$ cat src/rtl/seq_shifter.sv
// Multi-cycle shift/rotate unit: up to STEP bits per clock, result held under out_valid/out_ready backpressure.
// Optional flag outputs (carry, zero) are built only when SEQ_SHIFTER_FLAGS_EN is defined.
module seq_shifter #(
    parameter  int WIDTH = 8,
    parameter  int STEP  = 1,
    localparam int SHW   = $clog2(WIDTH)
) (
    input  logic             clk,
    input  logic             rst,
    input  logic             in_valid,
    output logic             in_ready,
    input  logic [2:0]       op,
    input  logic [WIDTH-1:0] a,
    input  logic [SHW-1:0]   b,
    output logic             out_valid,
    input  logic             out_ready,
    output logic [WIDTH-1:0] r,
`ifdef SEQ_SHIFTER_FLAGS_EN
    output logic             carry,
    output logic             zero,
`endif
    output logic             busy
);

    localparam logic [2:0] OP_SHL = 3'b000;
    localparam logic [2:0] OP_SHR = 3'b001;
    localparam logic [2:0] OP_SAR = 3'b010;
    localparam logic [2:0] OP_ROL = 3'b011;
    localparam logic [2:0] OP_ROR = 3'b100;

    localparam logic [SHW-1:0] STEP_K = SHW'(STEP);

    typedef enum logic [1:0] {
        S_IDLE  = 2'b00,
        S_SHIFT = 2'b01,
        S_DONE  = 2'b10
    } state_t;

    state_t           r_state;
    state_t           w_state_nxt;
    logic [WIDTH-1:0] r_res;
    logic [WIDTH-1:0] w_res_nxt;
    logic [2:0]       r_op;
    logic [2:0]       w_op_nxt;
    logic [SHW-1:0]   r_cnt;
    logic [SHW-1:0]   w_cnt_nxt;
    logic             r_out_valid;
    logic             w_out_valid_nxt;

    logic [SHW-1:0]   w_k;
    logic [WIDTH-1:0] w_step_res;

`ifdef SEQ_SHIFTER_FLAGS_EN
    logic             r_carry;
    logic             w_carry_nxt;
    logic             r_zero;
    logic             w_zero_nxt;
    logic             w_step_carry;
`endif

    function automatic logic [WIDTH-1:0] shift1(input logic [WIDTH-1:0] v, input logic [2:0] o);
        logic [WIDTH-1:0] res;
        res = v;
        case (o)
            OP_SHL:  res = {v[WIDTH-2:0], 1'b0};
            OP_SHR:  res = {1'b0, v[WIDTH-1:1]};
            OP_SAR:  res = {v[WIDTH-1], v[WIDTH-1:1]};
            OP_ROL:  res = {v[WIDTH-2:0], v[WIDTH-1]};
            OP_ROR:  res = {v[0], v[WIDTH-1:1]};
            default: res = v;
        endcase
        return res;
    endfunction

    // Left-moving ops lose the MSB, right-moving ops lose the LSB.
    function automatic logic carry1(input logic [WIDTH-1:0] v, input logic [2:0] o);
        return (o == OP_SHL || o == OP_ROL) ? v[WIDTH-1] : v[0];
    endfunction

    always_comb begin
        w_k        = (r_cnt < STEP_K) ? r_cnt : STEP_K;
        w_step_res = r_res;
`ifdef SEQ_SHIFTER_FLAGS_EN
        w_step_carry = r_carry;
`endif
        for (int j = 0; j < STEP; j++) begin
            if (SHW'(j) < w_k) begin
`ifdef SEQ_SHIFTER_FLAGS_EN
                w_step_carry = carry1(w_step_res, r_op);
`endif
                w_step_res = shift1(w_step_res, r_op);
            end
        end
    end

    always_comb begin
        w_state_nxt     = r_state;
        w_res_nxt       = r_res;
        w_op_nxt        = r_op;
        w_cnt_nxt       = r_cnt;
        w_out_valid_nxt = r_out_valid;
`ifdef SEQ_SHIFTER_FLAGS_EN
        w_carry_nxt     = r_carry;
        w_zero_nxt      = r_zero;
`endif
        case (r_state)
            S_IDLE: begin
                if (in_valid) begin
                    w_res_nxt = a;
                    w_op_nxt  = op;
                    w_cnt_nxt = b;
`ifdef SEQ_SHIFTER_FLAGS_EN
                    w_carry_nxt = 1'b0;
`endif
                    if (b == '0 || op > OP_ROR) begin
                        w_state_nxt = S_DONE;
                    end else begin
                        w_state_nxt = S_SHIFT;
                    end
                end
            end
            S_SHIFT: begin
                w_res_nxt = w_step_res;
                w_cnt_nxt = r_cnt - w_k;
`ifdef SEQ_SHIFTER_FLAGS_EN
                w_carry_nxt = w_step_carry;
`endif
                if (r_cnt == w_k) begin
                    w_state_nxt = S_DONE;
                end
            end
            S_DONE: begin
                // First DONE cycle registers out_valid (and zero) so outputs come straight from flops.
                if (!r_out_valid) begin
                    w_out_valid_nxt = 1'b1;
`ifdef SEQ_SHIFTER_FLAGS_EN
                    w_zero_nxt = (r_res == '0);
`endif
                end else if (out_ready) begin
                    w_out_valid_nxt = 1'b0;
                    w_state_nxt     = S_IDLE;
                end
            end
            default: begin
                w_state_nxt     = S_IDLE;
                w_out_valid_nxt = 1'b0;
            end
        endcase
    end

    always_ff @(posedge clk) begin
        if (rst) begin
            r_state     <= S_IDLE;
            r_res       <= '0;
            r_op        <= '0;
            r_cnt       <= '0;
            r_out_valid <= 1'b0;
`ifdef SEQ_SHIFTER_FLAGS_EN
            r_carry     <= 1'b0;
            r_zero      <= 1'b0;
`endif
        end else begin
            r_state     <= w_state_nxt;
            r_res       <= w_res_nxt;
            r_op        <= w_op_nxt;
            r_cnt       <= w_cnt_nxt;
            r_out_valid <= w_out_valid_nxt;
`ifdef SEQ_SHIFTER_FLAGS_EN
            r_carry     <= w_carry_nxt;
            r_zero      <= w_zero_nxt;
`endif
        end
    end

    assign in_ready  = (r_state == S_IDLE);
    assign busy      = (r_state != S_IDLE);
    assign out_valid = r_out_valid;
    assign r         = r_res;
`ifdef SEQ_SHIFTER_FLAGS_EN
    assign carry     = r_carry;
    assign zero      = r_zero;
`endif

    a_hold_result: assert property (@(posedge clk) disable iff (rst)
        (r_out_valid && !out_ready) |=> (r_out_valid && $stable(r_res)));

    a_valid_only_done: assert property (@(posedge clk) disable iff (rst)
        r_out_valid |-> (r_state == S_DONE));

endmodule

$ cat config.mk
export PLATFORM = sky130hd
export DESIGN_NAME = seq_shifter
export DESIGN_NICKNAME = d
export VERILOG_FILES = /design/src/rtl/seq_shifter.sv
export SDC_FILE = /design/constraint.sdc
export NUM_CORES = 1
export LEC_CHECK = 0
export CAP_MARGIN = 20
export CELL_PAD_IN_SITES_DETAIL_PLACEMENT = 1
export CELL_PAD_IN_SITES_GLOBAL_PLACEMENT = 1
export CORE_MARGIN = 8
export CORE_UTILIZATION = 31
export DETAILED_ROUTE_END_ITERATION = 16
export PLACE_DENSITY_LB_ADDON = 0.1
export SYNTH_ARGS = -nofsm -noshare
export SYNTH_HDL_FRONTEND = slang
export SYNTH_SLANG_ARGS = --single-unit
$ cat constraint.sdc
create_clock -name clk -period 1.5 [get_ports clk]
set_clock_uncertainty 0.2 [all_clocks]
set_input_delay 0.3 -clock clk [delete_from_list [all_inputs] [get_ports clk]]
set_output_delay 0.3 -clock clk [all_outputs]
set_load 0.1 [all_outputs]
# After elaboration in Yosys (flattened, before gate mapping)
# Cells that the tools add are included.
op_classes:
  add_sub_neg: 1
  order_cmp: 3
  eq_ne: 15
  muxes: 16
  n_reduce_logical: 12
op_table:
  columns: ["op", "n"]
  rows:
  - ["8-bit one-hot mux with 5 select lines", 1]
  - ["8-bit 2-to-1 mux", 2]
  - ["8-bit one-hot mux with 2 select lines", 1]
  - ["2-bit inequality test (second input constant)", 6]
  - ["2-bit 2-to-1 mux", 5]
  - ["4-bit AND reduction", 2]
  - ["3-bit by 2-bit == test with 1-bit output (second input constant)", 2]
  - ["3-bit zero test", 2]
  - ["3-bit 2-to-1 mux", 2]
  - ["6-bit by 1-bit inequality test with 1-bit output (second input constant)", 1]
  - ["2-bit one-hot mux with 3 select lines", 1]
  - ["3-bit one-hot mux with 2 select lines", 1]
  - ["5-bit by 1-bit inequality test with 1-bit output (second input constant)", 1]
  - ["5-bit AND reduction", 1]
  - ["2-bit AND reduction", 2]
  - ["2-bit nonzero test", 2]
  - ["3-bit by 1-bit == test with 1-bit output (second input constant)", 1]
  - ["3-bit == test", 1]
  - ["3-bit == test (second input constant)", 1]
  - ["3-bit > comparator (second input constant)", 1]
  - ["1-bit by 3-bit less-than comparator with 1-bit output (first input constant)", 1]
  - ["3-bit by 1-bit less-than comparator with 1-bit output (second input constant)", 1]
  - ["3-bit subtractor", 1]
  - ["2-bit by 1-bit == test with 1-bit output (second input constant)", 1]
  - ["other kinds (6)", 7]
totals:
  regBits: 17
  input_bits: 18
  out_inout_bits: 11
  wordCells: 53

# Depth between registers and ports, before layout
depth:
  ltp_word: 5
  depth_mapped: 8
  ltp_nobuf: 8

# Least setup slack after synthesis
# Ideal clock, no wire load.
synth_timing:
  path_type: "flip-flop to flip-flop"
  start: "reg r_state[1]"
  end: "reg r_state[1]"
  setup_time_ns: 0.121
  t_arrival_ns: 3.147
  required_ns: 1.179
  setup_slack_ns: -1.969
  path_stages_with_launch: 6
  n_path_buf: 1
  synth_period_minus_slack_ns: 3.469
  path_cell_list: "dfxtp_1 clkbuf_1 nor2_1 inv_1 a21oi_1 nor2_1"
synth_via:
  elab_chain_cells: 3
  word_cells_on_any_way: 9
  classes_between: "eq/ne (6); mux (1); reduce/logical (2)"
synth_lines:
  columns: ["element", "line_no", "text"]
  rows:
  - ["start, declared", "39", "state_t r_state;"]
  - ["start signal, assigned", "163", "r_state <= w_state_nxt;"]
  - ["2-bit zero test (*)", null, null]
  - ["net in_ready", "11", "output logic in_ready,"]
  - ["2-bit inequality test (no source line)", null, null]
  - ["4-bit AND reduction (no source line)", null, null]
# The timed path passes the listed nets; every way through them passes the cells marked *.
# A chain may end at the register's enable or synchronous reset.

# Final worst setup path
layout_timing:
  start: "reg r_state[1]"
  end: "out busy"
layout_via:
  elab_chain_cells: 1
layout_lines:
  columns: ["element", "line_no", "text"]
  rows:
  - ["2-bit nonzero test", "176", "assign busy = (r_state != S_IDLE);"]
  - ["end, declared", "22", "output logic busy"]
# No other way between the ends.

==> results.md <==
* Avg Synthesized Cell Area at slightly below 9 µm²
* DRT iter0 DRCs at 44
* Cells after DPL at 220
* Comb power frac at roughly three fifths
* Final Non-Filler Cells at 228
* Die ar. at 5550 µm²
* Total gr overflow at 0
* Final WL at 4280 µm
* Synth unique cells at 40
* Post-synth top cells: 17 x dfxtp_1, 17 x nor2_1, 9 x a21oi_1
* Critical path type: flip-flop to output pin
* CP max FO at 2
* Fin crit period at about 1.8 ns
* Predominant post-synthesis flop cell: dfxtp_1
* Final setup violation count at 14
* Row count at 21
* Final hold viol count at 0
* Pins Over Slew Limit at 0
* Sw Share at 45.3%
* FMAX at roughly 550 MHz
* Initial Utilization at 32.0%
* CTS buffer count at 3
* Num Clock Sinks at 17
* CTS tree: yes
* Pin count of the biggest net entering global routing at 11
* RSZ-0062 raised after global routing: yes
* Worst setup margin at -0.319 ns
* Die width at between 70 and 80 µm
* Max-cap viol count at 0
* Max_slew headroom at around three quarters
* Worst-Margin Slew at just under 0.4 ns
* First-pass GRT wire length at just under 7000 µm
* Final ANT Viol Nets at 0
* Initial antenna violation count at 0
* Synthesized area at approximately 1100 µm²
* Share of layout cells above drive strength 1 at 61.5%
* Top post-synthesis cells by area: dfxtp_1 32%, nor2_1 6.0%, o211ai_1 5.7%
* Dominant cell type by area after synthesis: dfxtp_1
* DR WL/cell at around 19 µm
* Mapped Cells at about 120
* Via count at approximately 1,200
* Synth async-reset ratio at 0%
* Seq pwr share at between 20% and 30%
* Total Nets Final at around 200
* Core Area at 3310 µm²
* Minimum hold slack at between 0.3 and 0.4 ns
* Net Count, Synth at about 140
* Final TNS setup at -2.36 ns
* Synth-to-Final Area Change at 86.6%
* GP Congestion at roughly 0.8
* Pre-CTS setup slack at -0.314 ns
* Gr usage total at ~16%
* Drt drc at 0
* Antenna Cells at 0
* Crit end category: output pin
* I/O pin total at 29
* Root Driver: clkbuf_4
* Drt first pass iters at 4
* H-Tree Depth at 1
* Flops & latches, synth at 17
* Seq/Total Area, Yosys at roughly 32%
* Vias/cell at 5.46
* Worst Setup Start Kind: flip-flop
* CTS Hold Buffers Added at 0
* Clock power frac at 12.9%
* Clk_lat worst skew at 0.31 ns
* Port Buffers at 28
* Final worst-path cycle share at 121%
* Vias in the first global route at roughly 1,300
* Max IR drop VDD at 0.764 mV
* Fin util at between 50% and 60%
* Top-area cell type share of the netlist area at between 30 and 40%
* PwrDens at around 1100 nW/µm²
* Critical Path RT at 1.00 ns
* Hold Crit Class: flip-flop to flip-flop
* Failing checks: setup timing
* Sw Pwr at about 0.96 mW
* Maximum buffer depth of the clock tree at 2
* Clock-pin slew on the worst setup and hold paths at approximately 0.12 ns
* Die Ht at 74.5 µm
* Run status: finished, violations left
* Worst Path Arrival at 1.32 ns
* Int Power at ~1.2 mW
* Yosys synthesis warning count at 0
* Leak Pwr at 0.783 nW
* Final HPWL DP at between 2000 and 3000 µm
* Post-synth EDFFs at 0
## sequential cells by signal (all words and copies together) (netlist names)
signal,cells
r,8
r_state,2
r_op,3
r_cnt,3
out_valid,1
## placed cells by master (no fill, tap or decap), drive strengths merged, types with 2 or more instances in the layout
master	instances
buf	46
clkdlybuf4s50	17
dfxtp	17
nor2	17
a21oi	12
o211ai	10
a211oi	6
or4	5
nor3	5
mux2i	4
inv	4
o21ai	4
clkbuf	3
nand2b	3
nor2b	2
o221a	2
a32o	2
ha	2
nand2	2
o21a	2
## per-stage QoR
step,area (µm²),total power [mW]
after global routing,1980,2.21
after floorplan,1150,1.25
after detailed placement,1770,1.70
after CTS,1950,2.07
final,1980,2.11
after global placement,1770,1.67
## power by group through the flow
stage               clock network, mW  registers [mW]  logic, mW
floorplan                           0           0.821      0.434
global placement                    0           0.606       1.07
detailed placement                  0           0.611       1.09
CTS                             0.265           0.606       1.20
global route                    0.295           0.619       1.29
finish                          0.273           0.610       1.23
## per-layer routing
metal,vias up,global-route usage (%),routed length (µm)
li1,581,-,-
met1,613,20.3,1810
met2,42,26.0,2080
met3,9,4.45,335
met4,0,3.91,57
met5,-,0,0
## path summary, 6_finish.rpt
path / slack [ns] / endpoint / cells after the start / from
worst max register to register: -0.23 / r[7]$_SDFFE_PP0P_ / 4 / r_cnt[0]$_SDFFE_PP0P_
worst max-delay path: -0.32 / busy / 5 / r_state[1]$_SDFFE_PP0P_
worst min-delay path: 0.36 / r[1]$_SDFFE_PP0P_ / 2 / r[1]$_SDFFE_PP0P_
worst min register to register: 0.36 / r[1]$_SDFFE_PP0P_ / 2 / r[1]$_SDFFE_PP0P_
## timing repair
item | CTS | global route
buffers inserted | 3 | 0
setup endpoints to repair | 16 | 17
pin swaps | 10 | 8
resized for setup | 30 | 8
gates cloned | 1 | 0
## cells by family after synthesis
kind of cell	after synthesis	synth area share (%)
AO/OA/AOI/OAI	46	35.6
XOR/XNOR	1	0.826
adder cells (fa/ha/maj)	2	2.36
buffers and inverters	13	5.66
flip-flops	17	32.1
multiplexers	4	3.77
AND/OR/NAND/NOR	39	19.7
## worst max-delay path, stage by stage, from the launching register on
cell and delay [ns]:
dfxtp_2 0.36, buf_6 0.12, buf_6 0.11, nor2_4 0.12
clkinvlp_4 0.13, buf_12 0.17
## area by class of cell
type / instances / area, µm²
Fill cell: 375 / 1330
Multi-Input combinational cell: 93 / 842
Timing Repair Buffer: 63 / 664
Sequential cell: 17 / 365
Tap cell: 46 / 57.6
Clock buffer: 3 / 22.5
Inverter: 5 / 22.5
Clock inverter: 1 / 5.00
Power figures use the tool's default switching activity.
